`config.mk`:
```
export PLATFORM = sky130hd
export DESIGN_NAME = reflet_bus_ctrl_flat
export DESIGN_NICKNAME = d
export VERILOG_FILES = /design/src/rtl/reflet_bus_ctrl_if.sv /design/src/rtl/reflet_bus_ctrl.sv /design/src/flat_wrapper.sv
export SDC_FILE = /design/constraint.sdc
export NUM_CORES = 1
export LEC_CHECK = 0
export BUFFER_PORTS_ARGS = -buffer_cell sky130_fd_sc_hd__clkbuf_2
export CAP_MARGIN = 20
export CORE_ASPECT_RATIO = 1.4
export CORE_MARGIN = 2
export CORE_UTILIZATION = 30
export CTS_BUF_LIST = sky130_fd_sc_hd__clkbuf_2 sky130_fd_sc_hd__clkbuf_4 sky130_fd_sc_hd__clkbuf_8
export DETAILED_ROUTE_END_ITERATION = 8
export PLACE_DENSITY = 0.78
export SYNTH_ARGS = -nofsm -noshare
export SYNTH_HDL_FRONTEND = slang
export SYNTH_SLANG_ARGS = --single-unit
```
`constraint.sdc`:
```
create_clock -name clk -period 1.7 [get_ports clk]
set_clock_uncertainty 0.1 [all_clocks]
set_input_delay 0.085 -clock clk [delete_from_list [all_inputs] [get_ports clk]]
set_output_delay 0.085 -clock clk [all_outputs]
set_load 0.05 [all_outputs]
```
`src/rtl/reflet_bus_ctrl_if.sv`:
```
// CPU-side and slave-side signals of the reflet system bus, grouped for the bus controller.
// REFLET_BUS_ERROR_STICKY_EN adds error_addr to the bundle.
interface reflet_bus_ctrl_if #(
    parameter int wordsize = 16,
    parameter int n_slaves = 3
);
    logic [wordsize-1:0]          cpu_addr;
    logic [wordsize-1:0]          cpu_data_out;
    logic                         cpu_write_en;
    logic [wordsize-1:0]          cpu_data_in;
    logic                         pm_enable;
    logic                         cpu_enable;
    logic [n_slaves-1:0]          slave_sel;
    logic [wordsize-1:0]          slave_addr;
    logic [wordsize-1:0]          slave_wdata;
    logic [n_slaves-1:0]          slave_write_en;
    logic [n_slaves*wordsize-1:0] slave_rdata;
    logic                         bus_error;

`ifdef REFLET_BUS_ERROR_STICKY_EN
    logic [wordsize-1:0]          error_addr;

    modport master (
        output cpu_addr, cpu_data_out, cpu_write_en, pm_enable, slave_rdata,
        input  cpu_data_in, cpu_enable, slave_sel, slave_addr, slave_wdata,
        input  slave_write_en, bus_error, error_addr
    );

    modport slave (
        input  cpu_addr, cpu_data_out, cpu_write_en, pm_enable, slave_rdata,
        output cpu_data_in, cpu_enable, slave_sel, slave_addr, slave_wdata,
        output slave_write_en, bus_error, error_addr
    );
`else
    modport master (
        output cpu_addr, cpu_data_out, cpu_write_en, pm_enable, slave_rdata,
        input  cpu_data_in, cpu_enable, slave_sel, slave_addr, slave_wdata,
        input  slave_write_en, bus_error
    );

    modport slave (
        input  cpu_addr, cpu_data_out, cpu_write_en, pm_enable, slave_rdata,
        output cpu_data_in, cpu_enable, slave_sel, slave_addr, slave_wdata,
        output slave_write_en, bus_error
    );
`endif
endinterface

```
`src/rtl/reflet_bus_ctrl.sv`:
```
// Mask/base region decoder with per-region wait states for the reflet CPU system bus.
// Optional feature macro: REFLET_BUS_ERROR_STICKY_EN (sticky bus_error plus error_addr capture).
module reflet_bus_ctrl #(
    parameter int                           wordsize   = 16,
    parameter int                           n_slaves   = 3,
    parameter logic [n_slaves*wordsize-1:0] slave_base = {16'h0000, 16'h8000, 16'hFF00},
    parameter logic [n_slaves*wordsize-1:0] slave_mask = {16'h8000, 16'h8000, 16'hFF00},
    parameter logic [n_slaves*4-1:0]        slave_wait = {4'd0, 4'd1, 4'd0}
) (
    input logic              clk,
    input logic              reset,
    reflet_bus_ctrl_if.slave bus
);

    typedef enum logic [0:0] {
        IDLE = 1'b0,
        WAIT = 1'b1
    } state_t;

    state_t              state_r;
    state_t              state_s;
    logic [3:0]          cnt_r;
    logic [3:0]          cnt_s;
    logic [2:0]          region_r;
    logic [2:0]          region_s;
    logic                wr_r;
    logic                wr_s;

    logic                hit_s;
    logic [2:0]          idx_s;
    logic [3:0]          wait_s;
    logic                stall_s;
    logic                cur_hit_s;
    logic [2:0]          cur_idx_s;
    logic                cur_wr_s;
    logic [n_slaves-1:0] sel_s;
    logic [wordsize-1:0] rdata_s;

    // address decode; scanning downwards lets the lowest matching index win
    always_comb begin
        hit_s = 1'b0;
        idx_s = 3'd0;
        for (int i = n_slaves - 1; i >= 0; i--) begin
            if ((bus.cpu_addr & slave_mask[i*wordsize +: wordsize]) == slave_base[i*wordsize +: wordsize]) begin
                hit_s = 1'b1;
                idx_s = 3'(i);
            end else begin
                hit_s = hit_s;
            end
        end
    end

    // wait-state count of the freshly decoded region
    always_comb begin
        wait_s = 4'd0;
        for (int i = 0; i < n_slaves; i++) begin
            if (idx_s == 3'(i)) begin
                wait_s = slave_wait[i*4 +: 4];
            end else begin
                wait_s = wait_s;
            end
        end
    end

    // next state, stall and which region/write flag drive the bus this cycle
    always_comb begin
        state_s   = state_r;
        cnt_s     = cnt_r;
        region_s  = region_r;
        wr_s      = wr_r;
        stall_s   = 1'b0;
        cur_hit_s = hit_s;
        cur_idx_s = idx_s;
        cur_wr_s  = bus.cpu_write_en;
        case (state_r)
            IDLE: begin
                if (!reset && hit_s && (wait_s != 4'd0) && bus.pm_enable) begin
                    stall_s  = 1'b1;
                    state_s  = WAIT;
                    cnt_s    = wait_s - 4'd1;
                    region_s = idx_s;
                    wr_s     = bus.cpu_write_en;
                end else begin
                    state_s = IDLE;
                end
            end
            WAIT: begin
                // the CPU is frozen, so the latched access is what the slaves see
                cur_hit_s = 1'b1;
                cur_idx_s = region_r;
                cur_wr_s  = wr_r;
                stall_s   = (cnt_r != 4'd0) && !reset;
                if (bus.pm_enable && (cnt_r == 4'd0)) begin
                    state_s = IDLE;
                end else if (bus.pm_enable) begin
                    cnt_s = cnt_r - 4'd1;
                end else begin
                    state_s = WAIT;
                end
            end
            default: begin
                state_s = IDLE;
            end
        endcase
    end

    // state register, wait counter and latched access
    always_ff @(posedge clk) begin
        if (reset) begin
            state_r  <= IDLE;
            cnt_r    <= 4'd0;
            region_r <= 3'd0;
            wr_r     <= 1'b0;
        end else begin
            state_r  <= state_s;
            cnt_r    <= cnt_s;
            region_r <= region_s;
            wr_r     <= wr_s;
        end
    end

    // one-hot select and read-data steering from the active region
    always_comb begin
        sel_s   = {n_slaves{1'b0}};
        rdata_s = {wordsize{1'b0}};
        for (int i = 0; i < n_slaves; i++) begin
            if (cur_hit_s && (cur_idx_s == 3'(i))) begin
                sel_s[i] = 1'b1;
                rdata_s  = bus.slave_rdata[i*wordsize +: wordsize];
            end else begin
                sel_s[i] = 1'b0;
            end
        end
    end

    assign bus.slave_sel      = sel_s;
    assign bus.cpu_data_in    = rdata_s;
    assign bus.slave_addr     = bus.cpu_addr;
    assign bus.slave_wdata    = bus.cpu_data_out;
    assign bus.cpu_enable     = bus.pm_enable & ~stall_s;
    assign bus.slave_write_en = sel_s & {n_slaves{cur_wr_s & ~stall_s & bus.pm_enable & ~reset}};

`ifdef REFLET_BUS_ERROR_STICKY_EN
    logic                err_r;
    logic [wordsize-1:0] err_addr_r;

    // remember the first unmapped access until reset
    always_ff @(posedge clk) begin
        if (reset) begin
            err_r      <= 1'b0;
            err_addr_r <= {wordsize{1'b0}};
        end else if (!cur_hit_s && !err_r) begin
            err_r      <= 1'b1;
            err_addr_r <= bus.cpu_addr;
        end else begin
            err_r      <= err_r;
            err_addr_r <= err_addr_r;
        end
    end

    assign bus.bus_error  = err_r;
    assign bus.error_addr = err_addr_r;
`else
    assign bus.bus_error  = ~cur_hit_s & ~reset;
`endif

endmodule
```
`src/flat_wrapper.sv`:
```
// flat-port wrapper written by rule: the top's interface ports become plain ports
module reflet_bus_ctrl_flat 
#(
    parameter int                           wordsize   = 16,
    parameter int                           n_slaves   = 3,
    parameter logic [n_slaves*wordsize-1:0] slave_base = {16'h0000, 16'h8000, 16'hFF00},
    parameter logic [n_slaves*wordsize-1:0] slave_mask = {16'h8000, 16'h8000, 16'hFF00},
    parameter logic [n_slaves*4-1:0]        slave_wait = {4'd0, 4'd1, 4'd0}
)
  (clk, reset, bus_cpu_addr, bus_cpu_data_out, bus_cpu_write_en, bus_pm_enable, bus_slave_rdata, bus_cpu_data_in, bus_cpu_enable, bus_slave_sel, bus_slave_addr, bus_slave_wdata, bus_slave_write_en, bus_bus_error);
  reflet_bus_ctrl_if #(.wordsize(wordsize), .n_slaves(n_slaves)) bus_i ();
  input logic clk;
  input logic reset;
  input wire logic [$bits(bus_i.cpu_addr)-1:0] bus_cpu_addr;
  input wire logic [$bits(bus_i.cpu_data_out)-1:0] bus_cpu_data_out;
  input wire logic [$bits(bus_i.cpu_write_en)-1:0] bus_cpu_write_en;
  input wire logic [$bits(bus_i.pm_enable)-1:0] bus_pm_enable;
  input wire logic [$bits(bus_i.slave_rdata)-1:0] bus_slave_rdata;
  output wire logic [$bits(bus_i.cpu_data_in)-1:0] bus_cpu_data_in;
  output wire logic [$bits(bus_i.cpu_enable)-1:0] bus_cpu_enable;
  output wire logic [$bits(bus_i.slave_sel)-1:0] bus_slave_sel;
  output wire logic [$bits(bus_i.slave_addr)-1:0] bus_slave_addr;
  output wire logic [$bits(bus_i.slave_wdata)-1:0] bus_slave_wdata;
  output wire logic [$bits(bus_i.slave_write_en)-1:0] bus_slave_write_en;
  output wire logic [$bits(bus_i.bus_error)-1:0] bus_bus_error;
  assign bus_i.cpu_addr = bus_cpu_addr;
  assign bus_i.cpu_data_out = bus_cpu_data_out;
  assign bus_i.cpu_write_en = bus_cpu_write_en;
  assign bus_i.pm_enable = bus_pm_enable;
  assign bus_i.slave_rdata = bus_slave_rdata;
  assign bus_cpu_data_in = bus_i.cpu_data_in;
  assign bus_cpu_enable = bus_i.cpu_enable;
  assign bus_slave_sel = bus_i.slave_sel;
  assign bus_slave_addr = bus_i.slave_addr;
  assign bus_slave_wdata = bus_i.slave_wdata;
  assign bus_slave_write_en = bus_i.slave_write_en;
  assign bus_bus_error = bus_i.bus_error;
  reflet_bus_ctrl #(.wordsize(wordsize), .n_slaves(n_slaves), .slave_base(slave_base), .slave_mask(slave_mask), .slave_wait(slave_wait)) u_core (.clk(clk), .reset(reset), .bus(bus_i));
endmodule
```
==> Yosys cells after proc, flatten, opt, wreduce, memory -nomap -nowiden <==
Index checks and enable logic that the tools add are counted.
{ "totals": {"register_bits": 9, "latchBits": 0, "mem_bits_rw": 0, "rom_bits": 0, "input_bits": 84, "output_inout_bits": 56, "word_cells": 65, "n_memories": 0} }
{ "op_classes": {"addsub": 2, "multipliers": 0, "n_div": 0, "magnitude_cmp": 0, "n_eq_ne": 8, "n_shift": 0, "mux": 25, "bitwise_logic": 10, "n_reduce_logical": 16} }
{ "op_table": {"columns": ["cell", "count"], "rows": [
  ["16-bit 2-to-1 mux", 3],
  ["16-bit logical NOT", 1],
  ["1-bit 2-to-1 mux", 12],
  ["4-bit 2-to-1 mux", 3],
  ["3-bit 2-to-1 mux", 3],
  ["8-bit == test (second input constant)", 1],
  ["1-bit logical AND", 8],
  ["4-bit one-hot mux with 2 select lines", 1],
  ["4-bit nonzero test", 2],
  ["3-bit by 1-bit == test with 1-bit output (second input constant)", 2],
  ["3-bit by 2-bit == test with 1-bit output (second input constant)", 2],
  ["1-bit AND", 5],
  ["4-bit logical NOT", 1],
  ["2-bit inequality test (second input constant)", 2],
  ["1-bit inverter", 4],
  ["1-bit one-hot mux with 2 select lines", 2],
  ["4-bit by 1-bit subtractor with 4-bit output (second input constant)", 1],
  ["3-bit AND", 1],
  ["3-bit logical NOT", 1],
  ["3-bit AND reduction", 1],
  ["2-bit 2-to-1 mux", 1],
  ["2-bit by 1-bit inequality test with 1-bit output (second input constant)", 1],
  ["2-bit AND reduction", 1],
  ["1-bit by 1-bit subtractor with 2-bit output (second input constant)", 1],
  ["1-bit logical NOT", 1]
]} }

==> Longest topological paths before layout <==
{ "depth": {"ltp_word": 17, "depth_mapped": 8, "depth_no_buf": 7} }

==> Worst setup path after synthesis <==
Ideal clock, no wire load.
{ "synth_path": {"kind": "flip-flop to output port", "from": "reg u_core.state_r", "to": "out bus_slave_write_en[2]", "arrival_ns": 2.043, "required_ns": 1.515, "slack_ns": -0.528, "path_stages_with_launch": 5, "n_path_buf": 1, "cell_sequence": "dfxtp_1 and2b_1 a21oi_2 buf_2 nor2b_1"} }
{ "synth_via": {"word_cells_on_any_way": 13, "classes_between": "eq/ne (1); mux (5); bitwise (6); reduce/logical (1)"} }
{ "synth_lines": {"columns": ["item", "line", "source"], "rows": [
  ["start: declaration", "reflet_bus_ctrl.sv:20", "state_t state_r;"],
  ["start signal: assignment", "reflet_bus_ctrl.sv:115", "state_r <= state_s;"],
  ["3-bit 2-to-1 mux", "reflet_bus_ctrl.sv:75", "case (state_r)"],
  ["3-bit by 2-bit == test with 1-bit output", "reflet_bus_ctrl.sv:127", "if (cur_hit_s && (cur_idx_s == 3'(i))) begin"],
  ["1-bit logical AND *", "reflet_bus_ctrl.sv:127", null],
  ["1-bit 2-to-1 mux *", "reflet_bus_ctrl.sv:127", null],
  ["via bus_slave_sel[2]", "flat_wrapper.sv:21", "output wire logic [$bits(bus_i.slave_sel)-1:0] bus_slave_sel;"],
  ["3-bit AND *", "reflet_bus_ctrl.sv:141", "assign bus.slave_write_en = sel_s & {n_slaves{cur_wr_s & ~stall_s & bus.pm_enable & ~reset}};"],
  ["end: declaration", "flat_wrapper.sv:24", "output wire logic [$bits(bus_i.slave_write_en)-1:0] bus_slave_write_en;"]
]} }
Mark *: on every way through the listed nets, which the timed path passes. The rest lies on a longest branch.

==> Final worst setup path <==
{ "layout_path": {"from": "reg u_core.cnt_r[2]", "to": "out bus_slave_write_en[0]"} }
{ "layout_via": {"elab_chain_len": 8} }
{ "layout_rtl": {"columns": ["item", "line", "source"], "rows": [
  ["start: declaration", "reflet_bus_ctrl.sv:22", "logic [3:0] cnt_r;"],
  ["start signal: assignment", "reflet_bus_ctrl.sv:116", "cnt_r <= cnt_s;"],
  ["4-bit nonzero test", "reflet_bus_ctrl.sv:92", "stall_s = (cnt_r != 4'd0) && !reset;"],
  ["1-bit logical AND", "reflet_bus_ctrl.sv:92", null],
  ["1-bit one-hot mux with 2 select lines", "reflet_bus_ctrl.sv:75", null],
  ["1-bit inverter", "reflet_bus_ctrl.sv:141", null],
  ["1-bit AND (3 in series)", "reflet_bus_ctrl.sv:141", null],
  ["3-bit AND", "reflet_bus_ctrl.sv:141", null]
]} }
No other way between the ends.

==> flow_summary.ini <==
[placement]
dp_cells = 250
dpl.hpwl_um = 3340
io_buffer_count = 90
gp_congestion = 0.828

[pwr]
ir_worst_vdd_mv = 0.420
power.total_w = 0.00138
p_leak_nw = 1.07
power_density_nw_per_um2 = 625

[clock_network]
clockRootBuffer = clkbuf_8
clock_latency_ns = 0.23
cts_sinks = 8
cts_buffers = 3
postCtsHoldBufs = 0
cts_max_level = 1
clk_path_buf_depth = 2
cts_tree = built
cts.clk_slew.worst_paths_ns = 0.04

[floorplan]
ios = 140
die_h_um = 76.6
fp-row-count = 26
die-area_um2 = 4280
die_w_um = 55.9
start_util = 0.310
fp.coreArea_um2 = 3640

[drt]
dr.pass1.iters = 4
via_count = 1450
drt_iter0_drc = 21
wl_um = 5460
wl_per_cell_um = 20.3
ant_nets = 0
via_per_inst = 5.39
route.detailed.drc = 0

[critical_path]
rr_worst_depth = 4
worst_path_max_delay_cell = or4_4
reg2reg_from = u_core.cnt_r[2]$_SDFFE_PP0P_
worstSetupStartpointType = register
cp_max_fo = 3
crit_start = u_core.cnt_r[2]$_SDFFE_PP0P_
crit_type = reg -> out
crit_required_ns = 1.51
crit_family = simple AND/OR/NAND/NOR gates
worst_setup_path_end_kind = primary output
r2r_slack_ns = -0.08
max_stage_delay_ns = 0.56
critPathArrivalTime_ns = 1.74
path_cells = or4_4 -> o22ai_2 -> nand3b_1 -> buf_6 -> nor2b_4 -> buf_12
reg2reg_to = u_core.cnt_r[1]$_SDFFE_PP0P_
critPathBufInv = 2

[cells_and_area]
instances_no_fill = 269
final_common_cell = clkbuf_2
multi_input_area_um2 = 906
diodes = 0
drive_above_1_share = 0.767
regArea_um2 = 168
areaGrowthSynthToFinish_pct = 95.9
final_cell_mix = clkbuf_2 (68), buf_4 (22), buf_8 (13)
final_net_count = 314
fill_cells = 277
final_core_util = 0.607

[outcome]
status = complete, but fails checks
violations = setup timing

[sta]
fmax_mhz = 518
fin_crit_ns = 1.93
finalHoldViolCount = 0
setup_viol = 21
drv_slew = 0
fin_ws_ns = -0.230
period_share = 1.14
grt_setup_unrepaired = yes
finalSetupTns_ns = -2.90
holdWs_ns = 0.0388

[synthesis]
synth.distinct_cells = 39
synth_top_cell_area_share = 0.219
synthesis.nets = 228
synth.area.top_cells = buf_4 (22%), dfxtp_1 (14%), a221o_1 (11%), mux2i_1 (8.0%), and2_0 (6.1%)
ys_seq_area_frac = 0.142
netlist_instances = 143
synth.cell_area_um2 = 1130
synth_seq_cells = 8
yosysTopAreaCell = buf_4
syn_area_per_cell_um2 = 7.90
ys_warn_count = 0

[global_route]
grt_max_degree = 14
grt_pass1_vias = 1555
grt_pass1_wl_um = 7370
grt_antenna_before_repair = 0
grt_usage = 0.218
grt_overflow = 0

[hold_path]
hold_start = bus_cpu_write_en
min_to = u_core.wr_r$_SDFFE_PP0P_
min_path_cells = 3
hp-class = in -> reg

[flow_run]
max_cap_violations = 0
timing repair:
| action | in CTS | in global routing |
|---|---|---|
| pin swaps | 13 | 10 |
| gates cloned | 2 | 2 |
| resized for setup | 55 | 33 |
| setup endpoints to repair | 23 | 25 |
| hold endpoints to repair | 0 | 0 |
| buffers inserted | 8 | 6 |
logic make-up (layout without fill, tap and decap cells):
| group | count (synthesis) | count (layout) | synth area share |
|---|---|---|---|
| compound gates | 35 | 36 | 0.271 |
| buf+inv | 45 | 128 | 0.265 |
| simple gates | 43 | 43 | 0.218 |
| fa+ha+maj | 1 | 1 | 0.0111 |
| other cells | 1 | 1 | 0.00332 |
| mux | 10 | 10 | 0.0897 |
| flops | 8 | 8 | 0.142 |
report_power, final:
part | leakage (nW) | internal [W] | switching [W] | total [W]
Combinational | 0.981 | 0.000437 | 0.000507 | 0.000943
Sequential | 0.0672 | 0.000197 | 0.00000851 | 0.000206
Clock | 0.0216 | 0.000154 | 0.0000797 | 0.000234
Total | 1.07 | 0.000788 | 0.000595 | 0.00138
routing by layer:
| metal | GRT usage | wire, um |
|---|---|---|
| met1 | 0.218 | 1820 |
| met2 | 0.429 | 3120 |
| met3 | 0.0475 | 396 |
| met4 | 0.0786 | 123 |
| met5 | 0 | 0 |
synth_stat cells:
cell	count
buf_4	33
o22ai_1	1
o32ai_2	1
o21a_1	1
mux2i_1	9
nand3b_1	1
nor3_1	1
or2_2	1
a311oi_1	2
and2_1	1
or2_1	1
nand3_1	1
clkbuf_1	3
buf_2	5
nand2b_1	4
a21o_1	1
and2b_1	1
a221o_1	12
a21oi_1	3
nand2_1	8
a21oi_2	1
o211ai_1	1
a31oi_4	1
or4_4	1
dfxtp_1	8
a22oi_1	2
and3b_1	1
nor2b_1	3
mux2_1	1
conb_1	1
nand4_1	1
o21ai_0	4
nor2_1	6
inv_1	4
o221ai_1	4
ha_1	1
o21ai_2	1
and3_4	1
and2_0	11
registers in the layout (all words and copies together) (netlist names):
register,cells
u_core.cnt_r,4
u_core.region_r,2
u_core.wr_r,1
u_core.state_r,1
per-stage QoR:
step | setup slack (ns) | instance area, um^2
2_1_floorplan | -0.0320 | 1250
3_3_place_gp | -0.0506 | 1700
3_5_place_dp | -0.101 | 1700
4_1_cts | -0.230 | 2090
5_1_grt | -0.262 | 2210
6_report | -0.230 | 2210
worst min-delay path, stage by stage:
cell	delay, ns
clkbuf_2	0.09
mux2i_1	0.06
nor2_1	0.08
worst max-delay path by stage:
stage          slack, ns               endpoint  cells past startpoint
4_1_cts            -0.23  bus_slave_write_en[0]                      6
3_3_place_gp       -0.05     bus_cpu_data_in[6]                      5
2_1_floorplan      -0.03  bus_slave_write_en[0]                      4
6_report           -0.23  bus_slave_write_en[0]                      6
5_1_grt            -0.26  bus_slave_write_en[2]                      6
3_5_place_dp       -0.10     bus_cpu_data_in[0]                      5
layout make-up:
class | count | share of cell area
clock buffers | 3 | 0.0187
inverters | 4 | 0.00678
multi-input cells | 91 | 0.409
flip-flops and latches | 8 | 0.0757
well taps | 42 | 0.0237
repair buffers | 121 | 0.466
Note: power is estimated with default switching activity, not from simulation.
